`config.mk`:
```
export PLATFORM = sky130hd
export DESIGN_NAME = span_cme_sequencer
export DESIGN_NICKNAME = d
export VERILOG_FILES = /design/src/rtl/span_cme_sequencer.sv
export SDC_FILE = /design/constraint.sdc
export NUM_CORES = 1
export LEC_CHECK = 0
export CAP_MARGIN = 30
export CORE_ASPECT_RATIO = 0.6
export CORE_MARGIN = 10
export CORE_UTILIZATION = 42
export DETAILED_ROUTE_END_ITERATION = 6
export PLACE_DENSITY = 0.83
export SLEW_MARGIN = 10
export SYNTH_ARGS = -nofsm -noshare
export SYNTH_HDL_FRONTEND = slang
export SYNTH_SLANG_ARGS = --single-unit
export TNS_END_PERCENT = 5
```
`constraint.sdc`:
```
create_clock -name clk -period 1.5 [get_ports clk]
set_input_delay 0.3 -clock clk [delete_from_list [all_inputs] [get_ports clk]]
set_output_delay 0.3 -clock clk [all_outputs]
set_load 0.01 [all_outputs]
```
`src/rtl/span_cme_sequencer.sv`:
```
// span_cme_sequencer: streams margin-record words into the span_cme slave,
// waits out the computation window, reads the result register and hands
// it out on a valid/ready result stream. Short and long records raise err.
//
// Handshakes (both streams): a transfer happens on a rising clk edge where
// valid and ready are both 1; the source holds data stable while valid is
// high and ready is low, and valid never drops without a transfer.
module span_cme_sequencer #(
   parameter int         NUM_WORDS     = 29,
   parameter logic [4:0] RESULT_OFFSET = 5'd31,
   parameter int         WAIT_CYCLES   = 64
) (
   input  logic        clk,
   input  logic        reset,
   // record word stream
   input  logic        in_valid,
   output logic        in_ready,
   input  logic [15:0] in_data,
   input  logic        in_last,
   // span_cme slave bus master
   output logic        chipselect,
   output logic        write,
   output logic        read,
   output logic [4:0]  offset,
   output logic [15:0] writeData,
   input  logic [15:0] readData,
   // result stream
   output logic        res_valid,
   input  logic        res_ready,
   output logic [15:0] res_data,
   // status
   output logic        busy,
   output logic        err,
   output logic [15:0] rec_count,
   // debug view of the sequencer state
   output logic [2:0]  state_dbg
);

   localparam int         CNT_W    = $clog2(WAIT_CYCLES + 1);
   localparam logic [4:0] LAST_IDX = 5'(NUM_WORDS - 1);

   typedef enum logic [2:0] {
      ST_LOAD  = 3'd0,
      ST_WAIT  = 3'd1,
      ST_READ  = 3'd2,
      ST_CAPT  = 3'd3,
      ST_OUT   = 3'd4,
      ST_DRAIN = 3'd5
   } state_t;

   state_t             state_q, state_d;
   logic [4:0]         idx_q, idx_d;
   logic [CNT_W-1:0]   cnt_q, cnt_d;

   logic               in_ready_q, in_ready_d;
   logic               cs_q, cs_d;
   logic               write_q, write_d;
   logic               read_q, read_d;
   logic [4:0]         offset_q, offset_d;
   logic [15:0]        wdata_q, wdata_d;
   logic               res_valid_q, res_valid_d;
   logic [15:0]        res_data_q, res_data_d;
   logic               err_q, err_d;
   logic               busy_q, busy_d;
   logic [15:0]        rec_count_q, rec_count_d;

   // a beat is taken only when the registered ready is high
   logic               accept;
   assign accept = in_valid && in_ready_q;

   // state, word index and wait counter registers
   always_ff @(posedge clk or negedge reset) begin
      if (!reset) begin
         state_q <= ST_LOAD;
         idx_q   <= 5'd0;
         cnt_q   <= '0;
      end else begin
         state_q <= state_d;
         idx_q   <= idx_d;
         cnt_q   <= cnt_d;
      end
   end

   // next-state: record framing, wait window, read and result hand-off
   always_comb begin
      state_d = state_q;
      idx_d   = idx_q;
      cnt_d   = cnt_q;
      case (state_q)
         ST_LOAD: begin
            if (accept) begin
               if (idx_q == LAST_IDX) begin
                  idx_d = 5'd0;
                  if (in_last) begin
                     state_d = ST_WAIT;
                     cnt_d   = CNT_W'(WAIT_CYCLES);
                  end else begin
                     state_d = ST_DRAIN;
                  end
               end else if (in_last) begin
                  idx_d = 5'd0;            // short record: restart framing
               end else begin
                  idx_d = idx_q + 5'd1;
               end
            end
         end
         ST_WAIT: begin
            cnt_d = cnt_q - CNT_W'(1);
            if (cnt_q == CNT_W'(1)) state_d = ST_READ;
         end
         ST_READ:  state_d = ST_CAPT;
         ST_CAPT:  state_d = ST_OUT;
         ST_OUT: begin
            if (res_valid_q && res_ready) begin
               state_d = ST_LOAD;
               idx_d   = 5'd0;
            end
         end
         ST_DRAIN: begin
            if (accept && in_last) begin
               state_d = ST_LOAD;
               idx_d   = 5'd0;
            end
         end
         default: begin
            state_d = ST_LOAD;
            idx_d   = 5'd0;
         end
      endcase
   end

   // output decode: every output is computed one cycle early and registered
   always_comb begin
      cs_d        = 1'b0;
      write_d     = 1'b0;
      read_d      = 1'b0;
      offset_d    = offset_q;
      wdata_d     = wdata_q;
      err_d       = 1'b0;
      res_valid_d = res_valid_q;
      res_data_d  = res_data_q;
      rec_count_d = rec_count_q;

      if (state_q == ST_LOAD && accept) begin
         cs_d     = 1'b1;
         write_d  = 1'b1;
         offset_d = idx_q;
         wdata_d  = in_data;
         err_d    = in_last && (idx_q != LAST_IDX);
      end

      if (state_q == ST_DRAIN && accept && in_last) err_d = 1'b1;

      // strobe the read for the single cycle spent in READ
      if (state_q == ST_WAIT && state_d == ST_READ) begin
         cs_d     = 1'b1;
         read_d   = 1'b1;
         offset_d = RESULT_OFFSET;
      end

      // readData is valid the cycle after the strobe, i.e. while in CAPT
      if (state_q == ST_CAPT) begin
         res_data_d  = readData;
         res_valid_d = 1'b1;
      end

      if (state_q == ST_OUT && res_valid_q && res_ready) begin
         res_valid_d = 1'b0;
         rec_count_d = rec_count_q + 16'd1;
      end

      in_ready_d = (state_d == ST_LOAD) || (state_d == ST_DRAIN);
      busy_d     = (state_d != ST_LOAD) || (idx_d != 5'd0);
   end

   // registered outputs
   always_ff @(posedge clk or negedge reset) begin
      if (!reset) begin
         in_ready_q  <= 1'b0;
         cs_q        <= 1'b0;
         write_q     <= 1'b0;
         read_q      <= 1'b0;
         offset_q    <= 5'd0;
         wdata_q     <= 16'd0;
         res_valid_q <= 1'b0;
         res_data_q  <= 16'd0;
         err_q       <= 1'b0;
         busy_q      <= 1'b0;
         rec_count_q <= 16'd0;
      end else begin
         in_ready_q  <= in_ready_d;
         cs_q        <= cs_d;
         write_q     <= write_d;
         read_q      <= read_d;
         offset_q    <= offset_d;
         wdata_q     <= wdata_d;
         res_valid_q <= res_valid_d;
         res_data_q  <= res_data_d;
         err_q       <= err_d;
         busy_q      <= busy_d;
         rec_count_q <= rec_count_d;
      end
   end

   assign in_ready   = in_ready_q;
   assign chipselect = cs_q;
   assign write      = write_q;
   assign read       = read_q;
   assign offset     = offset_q;
   assign writeData  = wdata_q;
   assign res_valid  = res_valid_q;
   assign res_data   = res_data_q;
   assign err        = err_q;
   assign busy       = busy_q;
   assign rec_count  = rec_count_q;
   assign state_dbg  = state_q;

endmodule

```
* Word level (Yosys, flattened, before mapping)
Cells that the tools add are included.
Word-level totals: flip-flop bits (word level) 75, bits of input ports 37, output and inout port bits 63, word-level logic and storage cells 77
Cells by class: $add $sub $neg 3, equality and inequality tests 13, multiplexer cells 26, reductions and logical operators 21
Operator list (number):
- 2-to-1 mux 5 bit | 7
- 2-to-1 mux 7 bit | 3
- case mux 5 bit (4 select lines) | 1
- 2-to-1 mux 3 bit | 6
- case mux 3 bit (6 select lines) | 1
- adder 16 x 1 -> 16 bit (second input constant) | 1
- case mux 7 bit (2 select lines) | 1
- logical AND 1 bit | 10
- == test 3 x 2 -> 1 bit (second input constant) | 3
- == test 3 bit (second input constant) | 3
- == test 7 x 1 -> 1 bit (second input constant) | 1
- 2-to-1 mux 1 bit | 7
- subtractor 7 x 1 -> 7 bit (second input constant) | 1
- logical NOT 3 bit | 2
- != test 2 bit (second input constant) | 3
- nonzero test 2 bit | 3
- adder 5 x 1 -> 5 bit (second input constant) | 1
- == test 5 bit (second input constant) | 1
- != test 5 bit (second input constant) | 1
- nonzero test 5 bit | 1
- AND reduction 4 bit | 1
- == test 3 x 1 -> 1 bit (second input constant) | 1
- nonzero test 3 bit | 1
- OR reduction 3 bit | 1
- logical OR 1 bit | 2

* Longest topological paths before layout
depth after elaboration 7, mapped depth 9, mapped depth without buffers 7

* Worst setup path before layout
OpenSTA, ideal clock, no wires.
path type reg-to-reg, from register state_q[0], in the netlist state_dbg[0], to register rec_count_q[15], in the netlist rec_count[15], setup time 79 ps, arrival 1685 ps, required time 1421 ps, setup slack -264 ps, cell stages (with the launch flop) 7, buffers on the path 1, clock period less this slack 1764 ps, path through dfrtp_1 -> buf_6 -> or3b_4 -> nor4_4 -> nand3_2 -> nor3_2 -> xor2_1
On the way: cells in the longest elaborated chain, start to end 3
Ends and longest elaborated chain:
- start, declared | line 51 | state_t state_q, state_d;
- start signal, assigned | line 78 | state_q <= state_d;
- == test 3 bit | line 167 | if (state_q == ST_OUT && res_valid_q && res_ready) begin
- logical AND 1 bit (2 in a row) | line 167
- end signal, assigned | line 201 | rec_count_q <= rec_count_d;
- end, declared | line 65 | logic [15:0] rec_count_q, rec_count_d;
Every way passes these cells. A chain may end at the register's enable or synchronous reset.

* Worst setup path after layout
from register state_q[1], in the netlist state_dbg[1], to register rec_count_q[14], in the netlist rec_count[14]
Same word-level chain as after synthesis.

==> impl.org <==
** Timing
- Upper clock frequency limit :: 0.583 GHz
- For the pin with the worst max-slew slack, the measured transition is 0.343 ns.
- The count of final max-slew check failures is 0.
- The count of endpoints failing hold in the final timing report was 0.
- Setup repair after global routing missed its margin :: yes
- Across all hold checks on the routed design, the worst slack comes to 0.468 ns.
- The routed design could run at a clock period as short as 1.71 ns.
- Setup violations remaining at the end of the flow were counted as 38.
- Final critical-path share of the clock period :: 1.14
- For the final database, setup skew stands at 0.00566 ns.
- In the post-route analysis, the smallest setup slack over all paths is -0.215 ns.
- Worst relative slew slack :: 0.769

** Synth
- The most used flip-flop cell after synthesis is dfrtp_1.
- For this run, the register share of the synthesized area comes to 0.566.
- The share of synthesized area in the top cell type comes to 0.566.
- Summing every instance area after synthesis gives 0.00331 mm2.
- For this run, the number of Yosys warnings is 0.
- After synthesis the netlist holds a flip-flop and latch count of 75.
- Yosys mapped a number of flops with a built-in enable equal to 0.
- Synthesis handed over a netlist of 320 instances.
- Post-synthesis net count :: 362
- The number of different library cells used by synthesis comes to 42.
- Ranked by total cell area, the synthesized netlist is headed by dfrtp_1 (57%), nand2_1 (8.7%), mux2_2 (6.1%), xor2_1 (2.6%), o21ai_0 (2.4%).
- Averaged over all synthesized cells, the footprint is 10.4 um2.
- Share of async-settable or async-resettable flops after synthesis :: 1.00
- The biggest area contributor in the post-synthesis netlist is dfrtp_1.

** Floorplanning
- In this run the standard cell core region covers 0.00748 mm2.
- Vertical die dimension :: 88.8 um
- The initial utilization of the core area, before any placement, comes to 0.443.
- Std cell rows :: 24
- Die outline width :: 135 um
- Ports placed on the boundary :: 100
- Die area :: 0.0120 mm2

** Routing
- The final route contains 2849 vias.
- Number of detailed-route iterations in the first pass :: 4
- Ratio of routed vias to standard cells :: 4.95
- Number of nets still failing antenna checks after routing :: 0
- For this block, the initial DRC count from the detailed router was 137.
- WL per Instance :: 16.1 um
- Total Routed Length :: 9.27 mm
- In the routed design, unresolved DRC markers number 0.

** Clock network
- CTS Buffer Depth :: 2
- Clk slew on worst S/H paths :: 0.06 ns
- TritonCTS built the clock tree.
- Clk sink count :: 75
- The root buffer cell chosen for the clock tree is clkbuf_16.
- Clock latency on the worst-skew pair, taken at its later pin, is 0.33 ns.
- TritonCTS created 9 clock buffers.
- Htree depth :: 3

** Worst setup path
- Type of element launching the critical path :: flop
- STA classifies the critical path endpoint as a flop.
- Along the worst path, the maximum fanout reaches 5.
- The critical path is of the flop to flop type.
- Worst Path Arrival :: 1.96 ns
- Slowest CP cell :: or3b_4
- The critical path goes through or3b_4 -> nor4_4 -> nand4_2 -> nor3_2 -> xor2_1.
- The largest single stage delay on the critical path is 0.41 ns.
- At the worst endpoint, the required time is 1.75 ns.

** Global route
- Maximum number of pins on one net before global-route repair :: 47
- Aggregate global-route resource usage :: 0.157
- The initial antenna violation count was 0.
- The total overflow left after global routing is 0.
- Wire length of the first global-routing pass :: 14.9 mm
- Number of global-route vias before repair :: 2985

** Layout
- The repair_antennas step left the layout with diodes totalling 0.
- The final layout contains 508 nets.
- After the flow finishes, the layout carries non-filler instances totaling 575.
- Fraction of final layout cells sized beyond drive strength 1 :: 0.244
- Area added between synthesis and finish :: 53.5%

** Placement
- Placer's final routability congestion estimate :: 0.878
- After detailed placement, the design holds a cell count of 555.
- IO Port Bufs :: 99
- DP Wirelength :: 6.99 mm

** Status
- The checks that failed: setup timing.
- Result of the run :: complete, but fails checks

** Pwr
- The analysis attributes to net switching a power of 920 uW.
- Of the total power, the clock network draws 0.460.
- Of the total power, combinational logic draws 0.052.
- For this design the static power due to leakage is 2.58 nW.
- Of the total power, registers draw 0.488.
- Overall power consumption :: 4.21 mW
- Total internal power :: 3.30 mW
- Cell area power density :: 828 mW/mm2
- Worst ir drop on vdd :: 0.467 mV
- Of the total power, the share spent switching nets is 0.218.

** Flow run
- Max-Cap Viols :: 0

** Worst hold path
- The path class of the tightest hold or removal check is flop to flop.
## power groups by stage
stage / logic [mW] / registers (mW) / clock network (mW)
2_1_floorplan: 0.0214 / 2.10 / 0
3_3_place_gp: 0.232 / 2.09 / 0
3_5_place_dp: 0.235 / 2.09 / 0
4_1_cts: 0.224 / 2.06 / 2.00
5_1_grt: 0.238 / 2.06 / 2.09
6_report: 0.218 / 2.06 / 1.94
## metrics by stage
step | setup WS, ns | util | instance area (um2) | TNS, ns
after floorplan | -0.264 | - | 3310 | -7.21
after global placement | -0.417 | 0.636 | 4750 | -14.93
after detailed placement | -0.424 | 0.636 | 4750 | -17.80
after CTS | -0.245 | 0.670 | 5010 | -3.36
after global routing | -0.317 | 0.681 | 5090 | -6.59
final | -0.215 | 0.681 | 5090 | -3.15
## timing repair
action,4_1_cts,5_1_grt
gates resized for setup,82,25
pin swaps,9,2
setup endpoints to repair,134,71
cloned,0,0
endpoints found under the hold margin,75,0
hold buffers,1,0
buffers inserted,2,1
## per-layer routing
layer  GRT usage  part of all wire  vias up  routed length, um
met5           0                 0        -                  0
met2       0.255              0.47       94               4320
met1       0.186              0.43     1375               3990
li1            -                 -     1369                  -
met4      0.0413            0.0096        0                 89
met3      0.0724             0.094       11                871
## kinds of logic after synthesis
kind of cell / after synthesis / synth area share
xor+xnor: 18 / 0.0476
flops: 75 / 0.566
simple gates: 136 / 0.197
compound gates: 40 / 0.0744
fa+ha+maj: 5 / 0.0189
mux: 18 / 0.0612
buf+inv: 28 / 0.0351
## placed cells by master (no fill, tap or decap), types with 3 or more instances in the layout
cell type | netlist | final
a21oi_1 | 7 | 6
or2_4 | 0 | 3
nor3_1 | 4 | 4
nor2b_1 | 3 | 3
xor2_1 | 10 | 10
dfrtp_1 | 75 | 74
clkbuf_16 | 0 | 9
buf_12 | 0 | 3
nand4_1 | 4 | 4
nand2_1 | 77 | 75
inv_1 | 13 | 11
nand3_1 | 9 | 8
buf_4 | 0 | 42
and3_1 | 4 | 4
clkdlybuf4s50_1 | 0 | 35
xnor2_1 | 8 | 8
o211ai_1 | 5 | 5
o21ai_0 | 16 | 9
o21ai_2 | 0 | 3
nor2_2 | 0 | 3
buf_6 | 1 | 5
o31ai_1 | 4 | 3
mux2_2 | 18 | 17
ha_1 | 5 | 3
o21ai_1 | 1 | 5
dlygate4sd2_1 | 0 | 62
nor2_1 | 14 | 10
## flip-flops by register name, indices dropped and copies added (netlist names), 3 cells and up
signal and cells:
res_data 16, cnt_q 7, offset 5, idx_q 5, writeData 16, rec_count 16, state_dbg 3
## area by class of cell
| cell class | count | area [um2] |
|---|---|---|
| tap | 104 | 130 |
| sequential | 75 | 1880 |
| clock inverter | 6 | 42.5 |
| timing repair buffer | 149 | 1340 |
| inverter | 14 | 55.1 |
| fill | 590 | 2390 |
| clock buffer | 10 | 229 |
| multi-input combinational | 217 | 1410 |
## worst max-delay path: cells and delay by family (launching register included)
family	cells	cell delay (ns)
AND/OR/NAND/NOR	4	1.05
flip-flops	1	0.38
XOR/XNOR	1	0.18
## cell usage after synthesis, types with 2 or more instances
cell type   n
a21oi_1     7
a22o_1      2
and2_1      2
and3_1      4
buf_2       3
clkbuf_1   10
dfrtp_1    75
ha_1        5
inv_1      13
mux2_2     18
nand2_1    77
nand3_1     9
nand3b_1    2
nand4_1     4
nor2_1     14
nor2b_1     3
nor3_1      4
nor3_2      2
nor4_1      3
o211ai_1    5
o21ai_0    16
o31ai_1     4
or2_1       2
or3_1       2
xnor2_1     8
xor2_1     10
## final timing paths
kind                                           start                        end  cells past startpoint  slack [ns]
setup / recovery              state_dbg[1]$_DFF_PN0_  rec_count[14]$_DFFE_PN0P_                      5       -0.21
hold / removal             writeData[15]$_DFFE_PN0P_  writeData[15]$_DFFE_PN0P_                      2        0.47
setup reg to reg              state_dbg[1]$_DFF_PN0_  rec_count[14]$_DFFE_PN0P_                      5       -0.21
hold reg to reg            writeData[15]$_DFFE_PN0P_  writeData[15]$_DFFE_PN0P_                      2        0.47
max in group asynchronous                      reset   rec_count[0]$_DFFE_PN0P_                      3        0.72
min in group asynchronous                      reset   writeData[0]$_DFFE_PN0P_                      3        0.51
Note: power is estimated with default switching activity, not from simulation.
